**src/rtl/serial_sub_ctrl.sv**
```systemverilog
// serial_sub_ctrl: bit-serial subtractor sequencer.
// One full_sub cell is reused WIDTH times, LSB first, to form
// diff = a - b - bin (mod 2^WIDTH) and the final borrow bout.
//
// Handshake (start/done):
//   - start is sampled only while idle (IDLE) or presenting a result (DONE).
//     A sampled start loads the operands on that edge; starts seen during
//     RUN are dropped, never queued.
//   - busy is high for exactly WIDTH cycles per operation (RUN state).
//   - done is a one-cycle pulse (DONE state). diff/bout are valid from
//     done until the next accepted start; busy and done are never both high.
//   - start held high in DONE launches the next operation back-to-back.
// dbg_state exposes the FSM encoding (0=IDLE, 1=RUN, 2=DONE) for observation.

// ---------------------------------------------------------------------------
// full_sub: one-bit full subtractor, i_a - i_b - i_bin.
// ---------------------------------------------------------------------------
module full_sub (
  input  logic i_a,
  input  logic i_b,
  input  logic i_bin,
  output logic o_diff,
  output logic o_bout
);

  logic w_axb;

  // Difference is the XOR of all three bits; borrow when the subtrahend
  // side (b plus incoming borrow) outweighs a.
  always_comb begin
    w_axb  = i_a ^ i_b;
    o_diff = w_axb ^ i_bin;
    o_bout = (~i_a & i_b) | (~w_axb & i_bin);
  end

endmodule

// ---------------------------------------------------------------------------
// serial_sub_ctrl: control FSM, operand shifters and result accumulator.
// ---------------------------------------------------------------------------
module serial_sub_ctrl #(
  parameter int WIDTH = 8
) (
  input  logic             clk,
  input  logic             rst_n,
  input  logic             start,
  input  logic [WIDTH-1:0] a,
  input  logic [WIDTH-1:0] b,
  input  logic             bin,
  output logic             busy,
  output logic             done,
  output logic [WIDTH-1:0] diff,
  output logic             bout,
  output logic [1:0]       dbg_state
);

  // Counter just wide enough to index WIDTH bit positions.
  localparam int CW = (WIDTH > 1) ? $clog2(WIDTH) : 1;

  localparam logic [1:0] S_IDLE = 2'd0;
  localparam logic [1:0] S_RUN  = 2'd1;
  localparam logic [1:0] S_DONE = 2'd2;

  localparam logic [CW-1:0] CNT_LAST = CW'(WIDTH - 1);
  localparam logic [CW-1:0] CNT_ONE  = CW'(1);

  // State and datapath registers.
  logic [1:0]       r_state;
  logic [WIDTH-1:0] r_a_sh;
  logic [WIDTH-1:0] r_b_sh;
  logic             r_brw;
  logic [CW-1:0]    r_cnt;
  logic [WIDTH-1:0] r_diff;
  logic             r_bout;

  // Combinational helpers.
  logic [1:0] w_state_nxt;
  logic       w_accept;
  logic       w_last;
  logic       w_fs_diff;
  logic       w_fs_bout;

  // The single shared subtractor cell always looks at the operand LSBs
  // and the running borrow; its outputs only matter while in RUN.
  full_sub u_full_sub (
    .i_a    (r_a_sh[0]),
    .i_b    (r_b_sh[0]),
    .i_bin  (r_brw),
    .o_diff (w_fs_diff),
    .o_bout (w_fs_bout)
  );

  // Decode whether a new request is taken this cycle and whether the
  // current RUN cycle handles the most significant bit.
  always_comb begin
    w_accept = start & ((r_state == S_IDLE) | (r_state == S_DONE));
    w_last   = (r_state == S_RUN) & (r_cnt == CNT_LAST);
  end

  // Next-state logic; the unused encoding falls back to IDLE.
  always_comb begin
    w_state_nxt = S_IDLE;
    case (r_state)
      S_IDLE:  w_state_nxt = w_accept ? S_RUN : S_IDLE;
      S_RUN:   w_state_nxt = w_last ? S_DONE : S_RUN;
      S_DONE:  w_state_nxt = w_accept ? S_RUN : S_IDLE;
      default: w_state_nxt = S_IDLE;
    endcase
  end

  // State register; reset aborts any operation in flight.
  always_ff @(posedge clk or negedge rst_n) begin
    if (!rst_n) begin
      r_state <= S_IDLE;
    end else begin
      r_state <= w_state_nxt;
    end
  end

  // Datapath: load operands on an accepted start, otherwise shift one bit
  // per RUN cycle. Result bits enter at the top so that after WIDTH cycles
  // the LSB computed first has reached bit 0. diff/bout hold outside RUN.
  always_ff @(posedge clk or negedge rst_n) begin
    if (!rst_n) begin
      r_a_sh <= '0;
      r_b_sh <= '0;
      r_brw  <= 1'b0;
      r_cnt  <= '0;
      r_diff <= '0;
      r_bout <= 1'b0;
    end else if (w_accept) begin
      r_a_sh <= a;
      r_b_sh <= b;
      r_brw  <= bin;
      r_cnt  <= '0;
      r_diff <= '0;
      r_bout <= 1'b0;
    end else if (r_state == S_RUN) begin
      r_a_sh <= {1'b0, r_a_sh[WIDTH-1:1]};
      r_b_sh <= {1'b0, r_b_sh[WIDTH-1:1]};
      r_diff <= {w_fs_diff, r_diff[WIDTH-1:1]};
      r_brw  <= w_fs_bout;
      r_cnt  <= r_cnt + CNT_ONE;
      if (w_last) begin
        r_bout <= w_fs_bout;
      end
    end
  end

  // Outputs decoded straight from state so that reset clears them at once.
  always_comb begin
    busy      = (r_state == S_RUN);
    done      = (r_state == S_DONE);
    diff      = r_diff;
    bout      = r_bout;
    dbg_state = r_state;
  end

endmodule

```
**config.mk**
```make
export PLATFORM = sky130hd
export DESIGN_NAME = serial_sub_ctrl
export DESIGN_NICKNAME = d
export VERILOG_FILES = /design/src/rtl/serial_sub_ctrl.sv
export SDC_FILE = /design/constraint.sdc
export NUM_CORES = 1
export LEC_CHECK = 0
export CAP_MARGIN = 20
export CORE_ASPECT_RATIO = 0.8
export CORE_MARGIN = 10
export CORE_UTILIZATION = 51
export DETAILED_ROUTE_END_ITERATION = 12
export GPL_TIMING_DRIVEN = 0
export PLACE_DENSITY = 0.85
export SLEW_MARGIN = 20
export SYNTH_ARGS = -nofsm -noshare
export SYNTH_HDL_FRONTEND = slang
export SYNTH_SLANG_ARGS = --single-unit
```
**constraint.sdc**
```tcl
create_clock -name clk -period 1.7 [get_ports clk]
set_input_delay 0.255 -clock clk [delete_from_list [all_inputs] [get_ports clk]]
set_output_delay 0.255 -clock clk [all_outputs]
set_load 0.01 [all_outputs]
```
# == Word level (Yosys, flattened, before mapping) ==
# Cells that the tools add are included.
# word_totals
reg_bits,31
out_inout_bits,13
wordCells,42
# op_classes
mux,16
eq_ne,3
bitwise_logic,10
n_reduce_logical,5
n_addsub,1
# op_table
operator,n
2-to-1 mux 8 bit,6
2-to-1 mux 1 bit,6
2-to-1 mux 3 bit,2
AND 1 bit,4
one-hot mux 2 bit (2 select lines),1
nonzero test 2 bit,2
adder 3 x 1 -> 3 bit (second input constant),1
== test 3 bit (second input constant),1
== test 2 x 1 -> 1 bit (second input constant),1
== test 2 bit (second input constant),1
zero test 2 bit,1
2-to-1 mux 2 bit,1
inverter 1 bit,2
OR 1 bit,2
AND reduction 2 bit,1
OR reduction 2 bit,1
XOR 1 bit,2

# == Depth between registers and ports, before layout ==
# Gate-level depths: netlist of the first run.
# logic_depth
word_depth,7
ltp_mapped,5
ltp_nobuf,5

# == Hierarchy ==
# A second synthesis of the first run with hierarchy kept.
# unflattened
cells_unflattened,131
area_unflattened_um2,1726.7
# modules_own_cells
module,instances,area_each_um2,cells_each,seq_area_each_um2
serial_sub_ctrl,1,1695.4,127,775.7
full_sub,1,31.3,4,0.0

# == Worst setup path after synthesis of the first run ==
# No wires, ideal clock.
# synth_timing
path_type,register to register
startpoint,register r_b_sh[0]
endpoint,register r_diff[7] (netlist: diff[7])
required_ns,1.579
stages_incl_launch_ff,5
setup_ns,0.121
path_slack_ns,0.278
arrival_ns,1.301
cell_sequence,dfrtp_1 inv_1 fa_1 mux2_2 a22o_1
# synth_between
elab_chain_cells,4
# synth_lines
item,line,source
"start, declared",70,logic [WIDTH-1:0] r_b_sh;
"start signal, assigned",140,"r_b_sh <= {1'b0, r_b_sh[WIDTH-1:1]};"
XOR 1 bit,31,w_axb = i_a ^ i_b;
XOR 1 bit,32,o_diff = w_axb ^ i_bin;
2-to-1 mux 8 bit,138,end else if (r_state == S_RUN) begin
2-to-1 mux 8 bit,131,end else if (w_accept) begin
"end signal, assigned",141,"r_diff <= {w_fs_diff, r_diff[WIDTH-1:1]};"
"end, declared",73,logic [WIDTH-1:0] r_diff;
# No other way between the ends. The select of a mux whose other input is x is not followed.
# A chain may end at the register's enable or synchronous reset.

# == Worst setup path after layout of the first run ==
# layout_timing
startpoint,register r_state[1] (netlist: dbg_state[1])
endpoint,output done
# layout_between
elab_chain_cells,1
# layout_lines
item,line,source
"start, declared",68,logic [1:0] r_state;
"start signal, assigned",116,r_state <= w_state_nxt;
== test 2 bit,153,done = (r_state == S_DONE);
"end, declared",51,"output logic done,"
# No other way between the ends.

==> results.toml, run 1 <==
[routing]
detail_route.vias_per_cell = 5.72
drtAntennaViolNets = 0
wl_per_cell_um = 17.6
drc_errors = 0
detail_route.wirelength_um = 4000
vias = 1299
number_of_violations_reported_at_the_end_of_detailed_routing_iteration_0 = 69
drt_pass1_iterations = 4

[global_route]
grt_pass1_wl_um = 6830
first_global_vias = 1400
antenna_found_initial = 0
globalRoute.totalOverflow = 0
grt.total_usage_pct = 13.9
grt_start_max_net_pins = 32

[yosys]
proportion_of_netlist_area_held_by_the_largest_area_contributor_pct = 45.2
synth-warning-count = 0
yosysUniqueCellTypes = 23
synthTopCellsByCount = "dfrtp_1 (31), mux2i_1 (17), nor2b_1 (17)"
synth_top_area_cell = "dfrtp_1"
ys_seq_area_share_pct = 45.2
post_synthesis_mean_instance_area_um2 = 11.7
synthCells = 147
synth_fp_nets = 170
yosys_register_bits = 31
primary_ff_master_synth = "dfrtp_1"
netlist_top_cells_area = "dfrtp_1 (45%), mux2i_1 (9.9%), mux2_4 (7.9%), a211oi_1 (6.6%), nor2b_1 (6.2%)"
netlist_area_um2 = 1720
synth_enable_flop_cells = 0
synth-async-reset-ratio_pct = 100
post-synth-top-count-cell = "dfrtp_1"

[clock_tree]
cts_max_level = 2
numClockSinks = 31
clock_latency_ps = 290
cts_tree = "built"
clock_transition_at_the_registers_of_the_reported_paths_ps = 60
root_buffer_cell = "clkbuf_8"
max-clock-path-buffers = 2
post-cts-setup-buffer-count = 0
cts_buffers = 5

[finish]
diodes = 0
post-route-util_pct = 69.4
final_nets = 209
finish.cell_count_without_fillers = 227
drive_gt1_share_pct = 17.6
areaGrowthSynthToFinish_pct = 27.6

[die]
row_count = 18
floorplan.core_area_um2 = 3150
initial_utilization_pct = 54.4
die_y_um = 71.9
floorplan.io_pins = 33
die_area_um2 = 6100
chipWidth_um = 84.8

[placed_design]
dpl.hpwl_um = 2850
numPlacedInstances = 219
numPortBuffers = 32
gp_congestion = 0.785

[power_and_ir_drop]
clock_power_share_pct = 19.9
switching_share_pct = 33.1
internal-power_w = 0.00254
fin_total_pwr_w = 0.00379
power.static_leakage_nw = 0.926
net-switching-power_w = 0.00126
comb_power_share_pct = 44.5
seq_power_share_pct = 35.7
p_per_area_nw_per_um2 = 1730
power.ir.vdd_worst_uv = 1060

[sta]
hold_viol = 0
worst-slew-pin-transition_ps = 709
report.final.setup_viol = 0
timing.final.crit_period_ps = 1630
finalCritPeriodShare_pct = 96.1
grt_setup_unrepaired = "no"
achievable-frequency_mhz = 612
final-max-slew-violation-count = 0
clock-skew-final_ps = 4.81
max-slew-margin-rel_pct = 52.7
finalSetupTns_ps = 0

[critical_path]
setup.worst_path.start_class = "flip-flop"
ff2ff_setup_slack_ps = 240
r2r-end = "diff[7]"
criticalPathCategory = "reg -> out"
depth_of_the_worst_register_to_register_path = 4
worst_path_most_repeated_cell = "buf_6"
critical_path.endpoint_type = "primary output"
required_ps = 1440
worst_path_dominant_cell_family = "buffers and inverters"
worst_path_largest_cell_delay_ps = 390
cpMaxStageDelayCell = "dfrtp_1"
cp.buffers_inverters = 4
critical_path.reg2reg.startpoint = "r_b_sh[0]"
cp.arrival_ps = 1380
worstPathCellList = "buf_6 > buf_12 > buf_6 > nor2b_1 > buf_2"
critical_path_peak_fanout = 10

[worst_hold_path]
hold_class = "in -> async"

[status]
status = "complete, no violations"

[flow_run]
timing.max_cap.violations = 0
-- flip-flops by register name, summed over array words and instances (netlist names) --
name,flops
r_brw,1
dbg_state,2
diff,8
r_a_sh,8
r_b_sh,8
bout,1
r_cnt,3
-- metal layers --
| metal | up-vias | GRT usage, % | wire length, um |
|---|---|---|---|
| li1 | 615 | - | - |
| met3 | 9 | 5.99 | 285 |
| met4 | 0 | 7.30 | 102 |
| met5 | - | 0 | 0 |
| met2 | 29 | 22.3 | 1870 |
| met1 | 646 | 15.3 | 1740 |
-- worst max path at each step --
stage	cells past startpoint	slack, ps	startpoint	endpoint
floorplan	4	280	r_b_sh[0]	diff[7]
global placement	1	-150	rst_n	diff[2]
detailed placement	5	-40	dbg_state[1]	done
CTS	4	9	dbg_state[1]	busy
global route	5	20	dbg_state[1]	done
finish	5	70	dbg_state[1]	done
-- area by class of cell --
| cell class | instances | area [um2] |
|---|---|---|
| multi-input cells | 100 | 832 |
| clock inverters | 2 | 35.0 |
| clock buffers | 6 | 82.6 |
| fillers | 232 | 965 |
| well taps | 40 | 50.0 |
| inverters | 3 | 11.3 |
| flip-flops and latches | 31 | 776 |
| repair buffers | 32 | 305 |
| plain buffers | 13 | 96.3 |
-- worst register-to-register path, stage by stage, from the launching register on --
cell     delay (ps)
dfrtp_1         390
inv_1            80
fa_1            400
mux2_2          260
a22o_1          220
-- power by group through the flow --
| stage | Clock (W) | Combinational, W | Sequential (W) |
|---|---|---|---|
| floorplan | 0 | 0.00117 | 0.00133 |
| global placement | 0 | 0.00164 | 0.00132 |
| detailed placement | 0 | 0.00171 | 0.00136 |
| CTS | 0.000769 | 0.00171 | 0.00135 |
| global route | 0.000807 | 0.00186 | 0.00140 |
| finish | 0.000754 | 0.00169 | 0.00135 |
-- per-stage QoR --
step	hold WS, ps	cell area (um2)	setup slack [ps]
after CTS	27.2	2190	8.54
final	12.8	2190	66.3
after global placement	515	2090	-147
after global routing	51.6	2190	19.9
after floorplan	-40.6	1720	278
after detailed placement	339	2080	-36.0
-- timing repair --
action | in CTS | in global routing
resized for setup | 6 | 1
cloned | 0 | 0
hold endpoints to repair | 0 | 0
hold buffers | 0 | 0
endpoints found under the setup margin | 2 | 1
-- cells by family (layout without fill, tap and decap cells) --
logic type / Yosys count / count (layout) / share of synthesized area (%)
AOI/OAI and AO/OA: 44 / 44 / 17.7
xor gates and xnor gates: 1 / 1 / 0.511
adders and majority gates: 3 / 3 / 2.63
buffers and inverters: 16 / 56 / 6.27
DFF: 31 / 31 / 45.2
muxes: 29 / 29 / 19.8
and+or+nand+nor: 23 / 23 / 7.95
-- cell usage in the layout (no fill, tap or decap), drive strengths merged --
cell type,count
dfrtp,31
clkdlybuf4s50,29
nor2b,17
mux2i,17
a211oi,15
a21oi,15
buf,13
a22o,12
mux2,12
clkbuf,9
inv,3
nor2,2
nand3,2
o21ai,2
ha,2
and2,1
nand2b,1
xnor2,1
fa,1
bufinv,1
clkinv,1
(Power assumes the default switching activity.)
==> inputs of run 2 (changes only) <==
CTS_CLUSTER_DIAMETER = 40   (was default)
MAX_ROUTING_LAYER = met4   (was default)
TNS_END_PERCENT = 20   (was default)
==> run 2 against run 1 <==
- flip-flop and latch count did not move
- total power barely moved
- sequential share of layout area did not move
- highest routed layer unchanged
- clock power barely moved
- critical endpoint unchanged
- largest power group unchanged
==> results.toml, run 2 (synthesis results as in run 1) <==
[die]
chipWidth_um = 84.8
floorplan.io_pins = 33
row_count = 18
floorplan.core_area_um2 = 3150
die_area_um2 = 6100
initial_utilization_pct = 54.4
die_y_um = 71.9

[power_and_ir_drop]
power.ir.vdd_worst_uv = 1060
power.static_leakage_nw = 0.926
p_per_area_nw_per_um2 = 1730

[finish]
diodes = 0
final_nets = 209
areaGrowthSynthToFinish_pct = 27.6
drive_gt1_share_pct = 17.6
layout.cells.most_common = "dfrtp_1"
most-common-layout-cells = "dfrtp_1 (31), clkdlybuf4s50_1 (29), nor2b_1 (17), mux2i_1 (17)"

[critical_path]
required_ps = 1440
critical_path.endpoint_type = "primary output"
criticalPathCategory = "reg -> out"
critical_path_peak_fanout = 10
setup.worst_path.start_class = "flip-flop"
critical_path.reg2reg.startpoint = "r_b_sh[0]"
cp-startpoint = "dbg_state[1]"
cp.arrival_ps = 1380

[clock_tree]
cts_tree = "built"
cts_max_level = 2
post-cts-setup-buffer-count = 0
post_cts.resized_instances = 6
clock_latency_ps = 290
numClockSinks = 31
clock_transition_at_the_registers_of_the_reported_paths_ps = 70
root_buffer_cell = "clkbuf_8"
max-clock-path-buffers = 2
cts_buffers = 5
cts-hold-fix-buffers = 0

[routing]
detail_route.wirelength_um = 4000
detail_route.vias_per_cell = 5.70
wl_per_cell_um = 17.6
drc_errors = 0
vias = 1294
drt_pass1_iterations = 4
number_of_violations_reported_at_the_end_of_detailed_routing_iteration_0 = 73
drtAntennaViolNets = 0

[global_route]
grt_pass1_wl_um = 6820
antenna_found_initial = 0
first_global_vias = 1405
grt_start_max_net_pins = 32
grt.total_usage_pct = 14.3
globalRoute.totalOverflow = 0

[flow_run]
timing.max_cap.violations = 0

[sta]
worst-slew-pin-transition_ps = 706
max-slew-margin-rel_pct = 52.9
grt_setup_unrepaired = "no"
timing.final.crit_period_ps = 1640
final.setup.worst_slack_ps = 64.7
achievable-frequency_mhz = 611
hold_viol = 0
finalSetupTns_ps = 0
report.final.setup_viol = 0
finalCritPeriodShare_pct = 96.2
final-max-slew-violation-count = 0
clock-skew-final_ps = 5.53

[worst_hold_path]
hold_class = "in -> async"

[placed_design]
dpl.hpwl_um = 2850
gp_congestion = 0.796
numPortBuffers = 32
minimum_setup_slack_after_placement_ps = -36.0

[status]
status = "complete, no violations"
==> run 2: worst max-delay path, stage by stage (launching register included) <==
cell     delay (ps)
dfrtp_1         390
buf_6           140
buf_12          140
buf_6           150
nor2b_1         130
buf_2           140
==> run 2: final cells by class <==
cell class	count	area, um2
fillers	232	965
well taps	40	50.0
inverters	3	11.3
clock buffers	6	82.6
clock inverters	2	35.0
plain buffers	13	96.3
repair buffers	32	305
multi-input cells	100	832
flip-flops and latches	31	776
==> run 2: final timing paths <==
kind                                  end  slack [ps]  depth (start not counted)
worst max-delay path                 done          60                          5
worst min-delay path            r_a_sh[5]          10                          1
worst max register to register    diff[7]         240                          4
worst min register to register  r_b_sh[7]         550                          2
max in group asynchronous       r_a_sh[0]        1240                          1
min in group clk                r_b_sh[7]         550                          2
==> run 2: stage by stage <==
stage / std cells / cell area [um2] / power (W) / hold WS (ps) / util [%]
final: 227 / 2190 / 0.00380 / 11.7 / 69.4
after global routing: 227 / 2190 / 0.00406 / 51.5 / 69.4
after CTS: 227 / 2190 / 0.00383 / 27.2 / 69.6
after detailed placement: 219 / 2080 / 0.00307 / 339 / 66.0
after global placement: 219 / 2090 / 0.00296 / 515 / 66.2
after floorplan: 147 / 1720 / 0.00250 / -40.6 / -
==> run 2: layer usage <==
| layer | up-vias | wire, um | GRT usage [%] |
|---|---|---|---|
| met5 | - | 0 | - |
| met1 | 638 | 1830 | 16.2 |
| met4 | 0 | 76 | 7.30 |
| met2 | 33 | 1880 | 22.3 |
| met3 | 7 | 211 | 4.52 |
| li1 | 616 | - | - |
==> run 2: where the power goes <==
group / leakage [nW] / internal [W] / switching [W] / total, W
Clock: 0.0612 / 0.000474 / 0.000283 / 0.000757
Combinational: 0.483 / 0.000991 / 0.000696 / 0.00169
Sequential: 0.382 / 0.00107 / 0.000279 / 0.00135
